[src/rtl/bcd_counter_updown_ndigit.sv]
// N-digit BCD up/down counter with parallel load and wrap/saturate limits.
// Carry and borrow ripple through all digits within one clock edge.
module bcd_counter_updown_ndigit #(
   parameter int Ndigit = 4,
   parameter bit WRAP   = 1'b1
) (
   input  logic                  clk,
   input  logic                  rst,
   input  logic                  en,
   input  logic                  up,
   input  logic                  load,
   input  logic [4*Ndigit-1:0]   load_value,
   output logic [4*Ndigit-1:0]   BCD,
   output logic                  ovf,
   output logic                  unf,
   output logic                  load_err,
   output logic                  zero
);

   localparam int W = 4 * Ndigit;

   logic [W-1:0]      bcd_reg, bcd_next;
   logic [W-1:0]      inc_value, dec_value;
   logic [Ndigit:0]   carry, borrow;
   logic [Ndigit-1:0] digit_valid;
   logic              all_nine, all_zero, load_ok;
   logic              ovf_reg, ovf_next;
   logic              unf_reg, unf_next;
   logic              load_err_reg, load_err_next;

   assign carry[0]  = 1'b1;
   assign borrow[0] = 1'b1;

   // Per-digit increment/decrement; a carry (borrow) survives a digit only at 9 (0).
   for (genvar gi = 0; gi < Ndigit; gi++) begin : g_digit
      logic [3:0] d;
      logic       is_nine, is_zero;

      assign d       = bcd_reg[4*gi +: 4];
      assign is_nine = (d == 4'd9);
      assign is_zero = (d == 4'd0);

      assign carry[gi+1]  = carry[gi]  & is_nine;
      assign borrow[gi+1] = borrow[gi] & is_zero;

      assign inc_value[4*gi +: 4] = !carry[gi]  ? d : (is_nine ? 4'd0 : d + 4'd1);
      assign dec_value[4*gi +: 4] = !borrow[gi] ? d : (is_zero ? 4'd9 : d - 4'd1);

      assign digit_valid[gi] = (load_value[4*gi +: 4] <= 4'd9);
   end

   // A carry out of the top digit means every digit was 9 (likewise borrow and 0).
   assign all_nine = carry[Ndigit];
   assign all_zero = borrow[Ndigit];
   assign load_ok  = &digit_valid;

   always_comb begin
      bcd_next      = bcd_reg;
      ovf_next      = 1'b0;
      unf_next      = 1'b0;
      load_err_next = 1'b0;
      if (load) begin
         if (load_ok)
            bcd_next = load_value;
         else
            load_err_next = 1'b1;
      end else if (en) begin
         if (up) begin
            ovf_next = all_nine;
            if (!all_nine || WRAP)
               bcd_next = inc_value;
         end else begin
            unf_next = all_zero;
            if (!all_zero || WRAP)
               bcd_next = dec_value;
         end
      end
   end

   always_ff @(posedge clk) begin
      if (rst) begin
         bcd_reg      <= '0;
         ovf_reg      <= 1'b0;
         unf_reg      <= 1'b0;
         load_err_reg <= 1'b0;
      end else begin
         bcd_reg      <= bcd_next;
         ovf_reg      <= ovf_next;
         unf_reg      <= unf_next;
         load_err_reg <= load_err_next;
      end
   end

   assign BCD      = bcd_reg;
   assign ovf      = ovf_reg;
   assign unf      = unf_reg;
   assign load_err = load_err_reg;
   assign zero     = (bcd_reg == '0);

endmodule
[config.mk]
export PLATFORM = sky130hd
export DESIGN_NAME = bcd_counter_updown_ndigit
export DESIGN_NICKNAME = d
export VERILOG_FILES = /design/src/rtl/bcd_counter_updown_ndigit.sv
export SDC_FILE = /design/constraint.sdc
export NUM_CORES = 1
export LEC_CHECK = 0
export CORE_UTILIZATION = 49
export CTS_CLUSTER_DIAMETER = 30
export DETAILED_ROUTE_END_ITERATION = 12
export HOLD_SLACK_MARGIN = 0.15
export PLACE_DENSITY = 0.8
export SLEW_MARGIN = 20
export SYNTH_ARGS = -nofsm -noshare
export SYNTH_HDL_FRONTEND = slang
export SYNTH_SLANG_ARGS = --single-unit
[constraint.sdc]
create_clock -name clk -period 2.56 [get_ports clk]
set_input_delay 0.256 -clock clk [delete_from_list [all_inputs] [get_ports clk]]
set_output_delay 0.256 -clock clk [all_outputs]
set_load 0.005 [all_outputs]
==> flow_summary.json, run 1 <==
{
  "outcome": "finished clean",
  "synth_top_family_by_area": "compound AO/OA/AOI/OAI gates",
  "synth_top_area_frac": 0.2394,
  "antenna_found_initial": 0,
  "grt_overflow": 0,
  "clk_latency_ns": 0.31,
  "startpoint_type": "flop",
  "synth-seq-cells": 19,
  "io_pins": 41,
  "drc": 0,
  "rows": 20,
  "vias": 1760,
  "reg2reg_depth": 5,
  "firstDrtPassIters": 4,
  "synth_edf_count": 0,
  "initial_core_util": 0.5205,
  "die_x_um": 58.95,
  "power_mw": 0.8398,
  "cts_buffer_depth": 2,
  "critPathKind": "flop to output pin",
  "hold_path_class": "input port to flop",
  "tns_ns": 0,
  "synthArstFlopShare": 0,
  "fmaxAchievable_mhz": 474.3,
  "crit_fanout": 9,
  "ys_types": 53,
  "path_clk_slew_ns": 0.12,
  "syn_nets": 232,
  "synth_fa_ha_area_frac": 0,
  "grt_pass1_vias": 1689,
  "yosys.area_share.simple": 0.2858,
  "root_buffer": "clkbuf_4",
  "drtAntennaViolNets": 0,
  "slew_violations": 0,
  "vdd_drop_max_mv": 0.2152,
  "power_density_nw_per_um2": 396.7,
  "yosysSeqAreaShare": 0.2394,
  "synth-xor-area-share": 0.04961,
  "grt_usage": 0.2834,
  "yosys.area.top_type": "dfxtp_1",
  "min_period_ns": 2.108,
  "diodes": 0,
  "rsz0062_at_grt": "false",
  "final_nets": 270,
  "relSlewSlack": 0.6827,
  "drive_gt1_frac": 0.1210,
  "synth.area.mux_share": 0.01890,
  "synth_compound_area_frac": 0.3307,
  "grt_pass1_wl_um": 7569,
  "avgSynthCellArea_um2": 7.531,
  "crit_required_ns": 2.30,
  "gp_congestion": 0.9144,
  "finClkSkew_ns": 0.001278,
  "yosys-top-cells-area": "dfxtp_1, o21ai_0, a21oi_1, clkbuf_1, xnor2_1",
  "layout_common_cells": "clkdlybuf4s50_1, dfxtp_1, o21ai_0",
  "synth_area_um2": 1589,
  "arrival_ns": 1.85,
  "htreeDepth": 1,
  "vias_per_cell": 6.027,
  "finalHoldViolations": 0,
  "post_drt_wl_per_cell_um": 15.21,
  "die_h_um": 58.95,
  "first_iter_violations": 97,
  "syn_inst": 211,
  "hold_depth": 3,
  "finalCritPeriodShare": 0.8236,
  "mostFrequentLayoutCell": "clkdlybuf4s50_1",
  "drv_cap": 0,
  "numCtsBuffers": 3,
  "area_growth_pct": 33.23,
  "largest_reg_flops": 16,
  "dp_hpwl_um": 3248,
  "dieArea_um2": 3475,
  "synth_flop_cell": "dfxtp_1",
  "leakagePower_nw": 0.7231,
  "yosys_warnings": 0,
  "core-area_um2": 3053,
  "grt_max_degree": 18,
  "routed_wl_um": 4441,
  "portBuffers": 40,
  "cts_tree": "built",
  "finalSetupViolCount": 0,
  "worst_setup_path_end_kind": "output pin",
  "worstMarginPinSlew_ns": 0.4696,
  "clock_sinks": 19,
  "post-cts-setup-buffers": 0
}
## layout make-up
type                            instances  area, um2
Fill cell                             276      935.9
Multi-Input combinational cell        163       1109
Clock buffer                            4      26.28
Sequential cell                        19      381.6
Tap cell                               44      55.05
Inverter                                6      22.52
Timing Repair Buffer                   56      523.0
## cells by family after synthesis
group	Yosys count
multiplexers	3
AO/OA/AOI/OAI	75
buffers and inverters	29
XOR/XNOR	9
flip-flops	19
AND/OR/NAND/NOR	76
## worst paths after layout
check	to	slack, ns	start
max	zero	0.45	BCD[7]
min	BCD[8]	0.51	load_value[8]
max reg2reg	BCD[14]	0.53	BCD[7]
min reg2reg	BCD[7]	0.56	BCD[7]
## cell usage after synthesis, drive strengths merged, types with 4 or more instances
cell type  count
nor3           7
or4            5
o211ai         4
nand3          8
a21oi         15
buf            4
o21ai         20
o221ai         4
nand2         14
nand2b         4
clkbuf        19
dfxtp         19
a21boi         4
a311oi         5
xnor2          8
inv            6
nor2          12
o31ai          5
## power by group
part	switching, mW	internal (mW)
logic	0.164	0.175
registers	0.0219	0.314
clock network	0.104	0.0609
## routing by layer
layer  routed length, um  vias up  global-route usage
li1                    -      878                   -
met1                1976      816              0.3738
met2                2164       59              0.4692
met3                 230        7             0.03736
met4                  69        0              0.1054
met5                   0        -                   0
## worst max-delay path, stage by stage (launching register included)
cell            delay [ns]
dfxtp_2               0.38
or4_4                 0.57
nor3_2                0.20
nor4b_4               0.23
dlymetal6s2s_1        0.16
## what timing repair did
item                       CTS  global route
cloned                       0             0
resized for setup            2             3
setup endpoints to repair    1             1
hold buffers                 0             0
## metrics by stage
stage / setup slack, ns / hold slack (ns) / std cells / area, um2 / util
2_1_floorplan: 0.5870 / 0.4060 / 211 / 1589 / -
3_3_place_gp: 0.2678 / 0.5573 / 288 / 2067 / 0.6770
3_5_place_dp: 0.2512 / 0.5712 / 288 / 2067 / 0.6770
4_1_cts: 0.03467 / 0.5194 / 292 / 2101 / 0.6881
5_1_grt: 0.3265 / 0.5212 / 292 / 2117 / 0.6934
6_report: 0.4516 / 0.5142 / 292 / 2117 / 0.6934
Note: power is estimated with default switching activity, not from simulation.
==> inputs of run 2 (changes only) <==
- clock period: 2.56 -> 2.06 ns (I/O delays scaled with it)
==> flow_summary.json, run 2 (synthesis results as in run 1) <==
{
  "outcome": "complete, but fails checks",
  "violations": "setup timing",
  "dieArea_um2": 3475,
  "fin_ws_ns": -0.01638,
  "min_period_ns": 2.076,
  "diodes": 0,
  "io_pins": 41,
  "crit_top_cell": "or4_4",
  "path_clk_slew_ns": 0.12,
  "grt_pass1_vias": 1647,
  "finalSetupViolCount": 2,
  "finish.utilization": 0.7512,
  "gp_congestion": 0.8913,
  "die_x_um": 58.95,
  "cp_slowest_stage_delay_ns": 0.56,
  "rsz0062_at_grt": "true",
  "clk_latency_ns": 0.31,
  "crit_fanout": 7,
  "root_buffer": "clkbuf_4",
  "r2r_setup_slack_ns": -0.02,
  "layout_common_cells": "clkdlybuf4s50_1, buf_4, o21ai_0",
  "finalHoldViolations": 0,
  "die_h_um": 58.95,
  "clock_sinks": 19,
  "n_fill_cell": 241,
  "antenna_found_initial": 0,
  "rows": 20,
  "leakagePower_nw": 0.8211,
  "cts_buffer_depth": 2,
  "numCtsBuffers": 3,
  "grt_overflow": 0,
  "final_nets": 291,
  "grt_max_degree": 24,
  "vdd_drop_max_mv": 0.2394,
  "htreeDepth": 1,
  "cts_tree": "built",
  "hold_path_class": "input port to flop",
  "first_iter_violations": 146,
  "crit_required_ns": 2.30,
  "vias": 1864,
  "grt_pass1_wl_um": 7652,
  "post_drt_wl_per_cell_um": 15.04,
  "core-area_um2": 3053,
  "startpoint_type": "flop",
  "worst_setup_path_end_kind": "flop",
  "dp_hpwl_um": 3343,
  "crit_chain": "or4_4 > buf_6 > or4_4 > o221ai_4 > o2111ai_1 > a21oi_1",
  "cp_slowest_cell": "or4_4",
  "drtAntennaViolNets": 0,
  "arrival_ns": 2.32,
  "vias_per_cell": 5.955,
  "critPathKind": "flop to flop",
  "largest_reg_flops": 16,
  "relSlewSlack": 0.6855,
  "worstMarginPinSlew_ns": 0.4654,
  "fmaxAchievable_mhz": 481.6,
  "finClkSkew_ns": 0.003225,
  "tns_ns": -0.02984,
  "slew_violations": 0,
  "portBuffers": 40,
  "power_density_nw_per_um2": 498.7,
  "area_growth_pct": 44.33,
  "finalCritPeriodShare": 1.008,
  "firstDrtPassIters": 4,
  "drv_cap": 0,
  "routed_wl_um": 4707,
  "drive_gt1_frac": 0.2082,
  "mostFrequentLayoutCell": "clkdlybuf4s50_1",
  "initial_core_util": 0.5205,
  "drc": 0,
  "grt_usage": 0.2952
}
run 2: worst max-delay path, delay by kind of cell (launching register included):
family          cells  cell delay [ns]
flops               1             0.33
buf+inv             1             0.14
simple gates        2             1.08
compound gates      3             0.45
run 2: repair_timing:
action,4_1_cts,5_1_grt
gates resized for setup,12,3
hold buffers,0,0
pin swaps,6,2
buffers inserted,9,0
setup endpoints to repair,2,10
run 2: power by group:
part / internal (mW) / switching, mW / total, mW
clock network: 0.0758 / 0.129 / 0.205
registers: 0.391 / 0.0222 / 0.413
logic: 0.290 / 0.235 / 0.525
total: 0.757 / 0.387 / 1.14
run 2: layout make-up:
type                    count  area (um2)  area share
inverters                   6       22.52    0.009820
well taps                  44       55.05     0.02400
flip-flops and latches     19       384.1      0.1675
clock buffers               4       26.28     0.01146
multi-input cells         163        1125      0.4905
repair buffers             77       680.7      0.2968
run 2: per-layer routing:
metal	GRT usage	routed length (um)
met4	0.1020	59
met2	0.5114	2350
met3	0.04615	248
met5	0	0
met1	0.3703	2049
run 2: path summary, 6_finish.rpt:
| check | start | end | depth (start not counted) |
|---|---|---|---|
| worst max-delay path | BCD[4] | BCD[11] | 6 |
| worst min-delay path | load_value[0] | BCD[0] | 3 |
| worst max register to register | BCD[4] | BCD[11] | 6 |
| worst min register to register | BCD[15] | BCD[15] | 2 |
run 2: through the flow:
stage | instance area [um2] | hold WS (ns) | worst slack [ns] | instances | total power [mW]
after floorplan | 1589 | 0.3560 | 0.08695 | 211 | 0.6663
after global placement | 2180 | 0.5614 | -0.1016 | 303 | 0.8567
after detailed placement | 2180 | 0.5726 | -0.1357 | 303 | 0.8672
after CTS | 2282 | 0.4792 | -0.01905 | 313 | 1.130
after global routing | 2293 | 0.4841 | -0.1096 | 313 | 1.201
final | 2293 | 0.4664 | -0.01638 | 313 | 1.144
